[src/rtl/srt4_pkg.sv]
// Shared types and constants for the radix-4 SRT divider control unit.
// Holds the FSM state encoding, the quotient-digit encoding and the digit-selection thresholds.
package srt4_pkg;

    localparam int ITER_DEFAULT = 4;

    typedef enum logic [3:0] {
        S_IDLE,
        S_INIT,
        S_NORM,
        S_DIGIT,
        S_SHIFT,
        S_ADD,
        S_CORR,
        S_FINAL,
        S_DENORM,
        S_DONE
    } state_e;

    // Signed quotient digit, two's complement in three bits.
    typedef enum logic [2:0] {
        DIG_Z  = 3'b000,
        DIG_P1 = 3'b001,
        DIG_P2 = 3'b010,
        DIG_N2 = 3'b110,
        DIG_N1 = 3'b111
    } digit_e;

    // Lower bound of each digit's p_top interval; anything below N1 selects -2.
    localparam logic signed [3:0] P_TOP_P2_MIN = 4'sd3;
    localparam logic signed [3:0] P_TOP_P1_MIN = 4'sd1;
    localparam logic signed [3:0] P_TOP_Z_MIN  = -4'sd1;
    localparam logic signed [3:0] P_TOP_N1_MIN = -4'sd3;

    // p2 -> c7, p1 -> c4, m1 -> c5, m2 -> c6
    typedef struct packed {
        logic p2;
        logic p1;
        logic m1;
        logic m2;
    } digit_flags_t;

    typedef struct packed {
        logic         c0;
        logic         c1;
        logic         c2;
        logic         c3;
        digit_flags_t dig;
        logic         c8;
        logic         c9;
        logic         c10;
        logic         c11;
        logic         c12;
        logic         c13;
        logic         c14;
        logic         busy;
        logic         done;
    } ctrl_t;

    function automatic digit_flags_t digit_to_flags(input digit_e d);
        digit_flags_t f;
        f = '0;
        case (d)
            DIG_P2:  f.p2 = 1'b1;
            DIG_P1:  f.p1 = 1'b1;
            DIG_N1:  f.m1 = 1'b1;
            DIG_N2:  f.m2 = 1'b1;
            default: f = '0;
        endcase
        return f;
    endfunction

endpackage

[src/rtl/srt4_digit_sel.sv]
// Radix-4 quotient digit selection from the signed partial-remainder estimate.
// Purely combinational; the control unit registers its result only when entering DIGIT.
module srt4_digit_sel
    import srt4_pkg::*;
(
    input  logic [3:0]   p_top,
    output digit_flags_t flags
);

    logic signed [3:0] v;
    digit_e            digit;

    assign v = signed'(p_top);

    always_comb begin
        if (v >= P_TOP_P2_MIN) begin
            digit = DIG_P2;
        end else if (v >= P_TOP_P1_MIN) begin
            digit = DIG_P1;
        end else if (v >= P_TOP_Z_MIN) begin
            digit = DIG_Z;
        end else if (v >= P_TOP_N1_MIN) begin
            digit = DIG_N1;
        end else begin
            digit = DIG_N2;
        end
    end

    assign flags = digit_to_flags(digit);

endmodule

[src/rtl/srt4_control_unit.sv]
// Control sequencer for an 8-bit radix-4 SRT divider.
// Every strobe is the registered image of the state being entered, so outputs come straight from flops.
module srt4_control_unit
    import srt4_pkg::*;
#(
    parameter int ITER = ITER_DEFAULT
) (
    input  logic       clk,
    input  logic       rst_b,
    input  logic       start,
    input  logic       b_msb,
    input  logic [3:0] p_top,
    input  logic       p_sign,
    output logic       c0,
    output logic       c1,
    output logic       c2,
    output logic       c3,
    output logic       c4,
    output logic       c5,
    output logic       c6,
    output logic       c7,
    output logic       c8,
    output logic       c9,
    output logic       c10,
    output logic       c11,
    output logic       c12,
    output logic       c13,
    output logic       c14,
    output logic       busy,
    output logic       done,
    output logic       div0
);

    localparam int IW = $clog2(ITER + 1);

    state_e          state_q, state_n;
    ctrl_t           ctrl_q, ctrl_n;
    logic [2:0]      norm_cnt_q, norm_cnt_n;
    logic [IW-1:0]   iter_cnt_q, iter_cnt_n;
    logic            div0_q, div0_n;
    digit_flags_t    sel_flags;

    srt4_digit_sel u_digit_sel (
        .p_top (p_top),
        .flags (sel_flags)
    );

    always_comb begin
        // NOTE: every variable gets a default before the case so no path can infer a latch.
        state_n    = state_q;
        ctrl_n     = '0;
        norm_cnt_n = norm_cnt_q;
        iter_cnt_n = iter_cnt_q;
        div0_n     = div0_q;

        case (state_q)
            S_IDLE: begin
                if (start) begin
                    state_n    = S_INIT;
                    ctrl_n.c0  = 1'b1;
                    ctrl_n.c1  = 1'b1;
                    norm_cnt_n = '0;
                    iter_cnt_n = '0;
                    div0_n     = 1'b0;
                end
            end
            S_INIT: state_n = S_NORM;
            S_NORM: begin
                if (b_msb) begin
                    state_n    = S_DIGIT;
                    ctrl_n.dig = sel_flags;
                end else if (norm_cnt_q == 3'd7) begin
                    // Seven shifts without a leading one: the divisor is zero.
                    state_n = S_DONE;
                    div0_n  = 1'b1;
                end else begin
                    ctrl_n.c2  = 1'b1;
                    norm_cnt_n = norm_cnt_q + 3'd1;
                end
            end
            S_DIGIT: begin
                state_n    = S_SHIFT;
                ctrl_n.c3  = 1'b1;
                ctrl_n.dig = ctrl_q.dig;
            end
            S_SHIFT: begin
                state_n    = S_ADD;
                ctrl_n.c8  = |ctrl_q.dig;
                ctrl_n.c9  = ctrl_q.dig.p2 | ctrl_q.dig.p1;
                ctrl_n.c10 = ctrl_q.dig.p2 | ctrl_q.dig.m2;
                iter_cnt_n = iter_cnt_q + IW'(1);
            end
            S_ADD: begin
                if (iter_cnt_q < IW'(ITER)) begin
                    state_n    = S_DIGIT;
                    ctrl_n.dig = sel_flags;
                end else begin
                    state_n    = S_CORR;
                    ctrl_n.c8  = p_sign;
                    ctrl_n.c11 = p_sign;
                    ctrl_n.c12 = p_sign;
                end
            end
            S_CORR: begin
                state_n    = S_FINAL;
                ctrl_n.c13 = 1'b1;
            end
            S_FINAL, S_DENORM: begin
                if (norm_cnt_q != 3'd0) begin
                    state_n    = S_DENORM;
                    ctrl_n.c14 = 1'b1;
                    norm_cnt_n = norm_cnt_q - 3'd1;
                end else begin
                    state_n = S_DONE;
                end
            end
            S_DONE:  state_n = S_IDLE;
            default: state_n = S_IDLE;
        endcase

        ctrl_n.busy = (state_n != S_IDLE);
        ctrl_n.done = (state_n == S_DONE);
    end

    always_ff @(posedge clk or negedge rst_b) begin
        if (!rst_b) begin
            state_q    <= S_IDLE;
            ctrl_q     <= '0;
            norm_cnt_q <= '0;
            iter_cnt_q <= '0;
            div0_q     <= 1'b0;
        end else begin
            // NOTE: non-blocking so all state and strobe flops update together from pre-edge values.
            state_q    <= state_n;
            ctrl_q     <= ctrl_n;
            norm_cnt_q <= norm_cnt_n;
            iter_cnt_q <= iter_cnt_n;
            div0_q     <= div0_n;
        end
    end

    assign c0   = ctrl_q.c0;
    assign c1   = ctrl_q.c1;
    assign c2   = ctrl_q.c2;
    assign c3   = ctrl_q.c3;
    assign c4   = ctrl_q.dig.p1;
    assign c5   = ctrl_q.dig.m1;
    assign c6   = ctrl_q.dig.m2;
    assign c7   = ctrl_q.dig.p2;
    assign c8   = ctrl_q.c8;
    assign c9   = ctrl_q.c9;
    assign c10  = ctrl_q.c10;
    assign c11  = ctrl_q.c11;
    assign c12  = ctrl_q.c12;
    assign c13  = ctrl_q.c13;
    assign c14  = ctrl_q.c14;
    assign busy = ctrl_q.busy;
    assign done = ctrl_q.done;
    assign div0 = div0_q;

endmodule

[config.mk]
export PLATFORM = sky130hd
export DESIGN_NAME = srt4_control_unit
export DESIGN_NICKNAME = d
export VERILOG_FILES = /design/src/rtl/srt4_pkg.sv /design/src/rtl/srt4_digit_sel.sv /design/src/rtl/srt4_control_unit.sv
export SDC_FILE = /design/constraint.sdc
export NUM_CORES = 1
export LEC_CHECK = 0
export CELL_PAD_IN_SITES_DETAIL_PLACEMENT = 1
export CELL_PAD_IN_SITES_GLOBAL_PLACEMENT = 2
export CORE_ASPECT_RATIO = 0.5
export CORE_MARGIN = 3
export CORE_UTILIZATION = 31
export CTS_CLUSTER_DIAMETER = 60
export DETAILED_ROUTE_END_ITERATION = 10
export PLACE_DENSITY_LB_ADDON = 0.1
export SYNTH_ARGS = -nofsm -noshare
export SYNTH_HDL_FRONTEND = slang
export SYNTH_SLANG_ARGS = --single-unit
export TNS_END_PERCENT = 10
[constraint.sdc]
create_clock -name clk -period 2.5 [get_ports clk]
set_clock_uncertainty 0.1 [all_clocks]
set_input_delay 0.5 -clock clk [delete_from_list [all_inputs] [get_ports clk]]
set_output_delay 0.5 -clock clk [all_outputs]
set_load 0.05 [all_outputs]
==> flow_summary_export.csv <==
group,metric,value,unit
power,p_int,1.074,mW
floorplan,rows,16,
synth,synth.distinct_cells,50,
power,pwr-share-comb,52.6,%
timing,setup_viol,0,
worst_setup_path,rr_endpoint,"norm_cnt_q[2]",
detailed_routing,drt_iter0_drc,57,
power,power_switching,0.9374,mW
global_routing,first_global_vias,1038,
outcome,run_status,"complete, no violations",
layout,layout-drive-gt1-share,9.868,%
worst_setup_path,cp-startpoint,"state_q[2]",
detailed_routing,ant_nets,0,
worst_setup_path,required,2.55,ns
clocking,clk_latency,0.27,ns
detailed_routing,routed_via_density,5.121,
worst_setup_path,critPathCaptureType,"register",
detailed_routing,routed_wirelength,3072,um
synth,synth-async-reset-ratio,100.0,%
timing,slew_headroom,61.42,%
floorplan,num_io_pins,27,
floorplan,design.core.area,0.003984,mm2
clocking,cts_tree,"done",
synth,synth_seq_area_share,49.38,%
synth,postSynthAreaPerCell,10.29,um2
power,peakVddDrop,390.2,uV
power,clkPwrFrac,13.7,%
placed_design,post-place-ws,0.3118,ns
clocking,cts-htree-levels,1,
clocking,root_buffer,"clkbuf_8",
timing,setup_ws,0.2805,ns
synth,ys_seq_elements,26,
power,power.total,2.011,mW
worst_setup_path,critical_path_class,"register to register",
placed_design,gp_congestion,0.8310,
flow_run,maxCapViolCount,0,
detailed_routing,num_vias,1055,
worst_setup_path,startpoint_type,"register",
worst_setup_path,reg2reg_depth,6,
clocking,cts-resized-gates,0,
clocking,post_cts_buffers,0,
clocking,clk_path_buf_depth,2,
synth,synth.cell_area,0.001318,mm2
global_routing,antenna_found_initial,0,
placed_design,io_buffers,26,
detailed_routing,wl_per_cell,14.91,um
placed_design,post-dp-hpwl,2285,um
clocking,cts-buffers-inserted,3,
layout,final_cell_mix,"26 x dfrtp_1, 26 x clkdlybuf4s50_1, 11 x nor2_1",
timing,slew_violations,0,
worst_setup_path,r2r-start,"state_q[2]",
clocking,clock_sinks,26,
timing,fin_crit_sh,88.78,%
layout,area_delta_synth_final,25.64,%
timing,tightest_slew,0.5742,ns
synth,synth_nets,139,
floorplan,die_h,52.10,um
synth,synth_ff_type,"dfrtp_1",
synth,synth_edf_count,0,
timing,setup_tns,0,ns
detailed_routing,dr.pass1.iters,4,
worst_setup_path,arrival,2.27,ns
hold_path,holdCritPathClass,"register to register",
clocking,clk_pin_slew,0.09,ns
layout,n_antenna_cell,0,
global_routing,grt_max_degree,27,
worst_setup_path,critPathMaxFanout,13,
layout,final_net_count,164,
layout,nFillCells,459,
hold_path,whs_path_depth,2,
synth,syn_inst,128,
detailed_routing,drcViolationCount,0,
power,p_sw_share,46.61,%
power,p_seq_share,33.7,%
timing,hold_viol_final,0,
floorplan,start_util,33.07,%
worst_setup_path,cp-endpoint,"norm_cnt_q[2]",
synth,ys_warn_count,0,
timing,layout_min_cycle_time,2.220,ns
power,leakagePower,0.6952,nW
floorplan,die-area,0.005116,mm2
floorplan,die_w,98.20,um
global_routing,grt_usage,13.07,%
global_routing,grt_overflow,0,
worst_setup_path,worst-r2r-setup-slack,0.28,ns
global_routing,grt_pass1_wl,5250,um
timing,fmax,0.4505,GHz
clocking,hold_buffers,0,
timing,holdWs,0.4155,ns
timing,grt_setup_unrepaired,"false",
power,pwr_density_cell,1215,mW/mm2
-- registers in the layout, indices dropped and copies added (netlist names) --
register,count
state_q,4
iter_cnt_q,3
norm_cnt_q,3
busy,1
c0,1
c10,1
c11,1
c13,1
c14,1
c2,1
c3,1
c4,1
c5,1
c6,1
c7,1
c8,1
c9,1
div0,1
done,1
-- worst min-delay path by stage --
stage	slack, ns	to	start
2_1_floorplan	0.10	busy	rst_b
5_1_grt	0.47	div0	div0
3_5_place_dp	0.40	div0	div0
3_3_place_gp	0.38	div0	div0
6_report	0.42	div0	div0
4_1_cts	0.42	iter_cnt_q[0]	iter_cnt_q[0]
-- metal layers --
layer | wire length (um) | vias to the layer above | part of all wire, % | global-route usage, %
li1 | - | 509 | - | -
met1 | 1636 | 522 | 53 | 18.12
met3 | 160 | 2 | 5.2 | 4.418
met5 | 0 | - | 0 | 0
met4 | 16 | 0 | 0.52 | 1.361
met2 | 1258 | 22 | 41 | 20.61
-- cells by family after synthesis --
group	after synthesis	synth area share, %
and+or+nand+nor	48	20.70
buffers and inverters	14	6.552
AOI/OAI and AO/OA	34	18.14
adders and majority gates	2	2.469
muxes	1	0.7598
xor gates and xnor gates	3	1.995
DFF	26	49.38
-- final cells by class --
cell class                      count  area [um2]  area share [%]
Inverter                            5       18.77           1.134
Timing Repair Buffer               29       282.8           17.08
Sequential cell                    26       650.6           39.30
Tap cell                           54       67.56           4.082
Clock buffer                        4       55.05           3.326
Multi-Input combinational cell     88       580.6           35.07
-- stage by stage --
| stage | utilization [%] | area [um2] | cells |
|---|---|---|---|
| after global routing | 41.55 | 1655 | 206 |
| after global placement | 40.17 | 1600 | 202 |
| after floorplan | - | 1318 | 128 |
| final | 41.55 | 1655 | 206 |
| after CTS | 41.55 | 1655 | 206 |
| after detailed placement | 40.17 | 1600 | 202 |
-- power groups by stage --
stage                     sequential (mW)  combinational, mW  clock, mW
after global routing                0.703               1.17      0.310
final                               0.677               1.06      0.276
after detailed placement            0.686               1.06          0
after floorplan                     0.820              0.660          0
after CTS                           0.678               1.07      0.288
after global placement              0.683               1.05          0
-- Yosys cell counts (all sizes together) (2+ instances only) --
master,n,area [um2]
a22o,2,17.52
nand2b,5,31.28
xnor2,2,17.52
nand2,7,26.28
nor2,12,47.55
or4b,2,23.77
dfrtp,26,650.6
a2111oi,2,18.77
nor2b,2,12.51
inv,5,18.77
nor4,2,12.51
nor3b,2,15.01
o22ai,2,12.51
nor3,6,41.29
a21oi,6,30.03
nand3,3,15.01
o21ai,8,43.79
buf,8,63.80
a31oi,2,12.51
or2,2,12.51
-- critical path, stage by stage, from the launching register on --
cell and delay [ns]:
dfrtp_1 0.53, or4b_1 0.54, o21ai_2 0.21, fa_1 0.33, a21oi_1 0.08, a211oi_1 0.19
o22ai_1 0.12
Note: power is estimated with default switching activity, not from simulation.
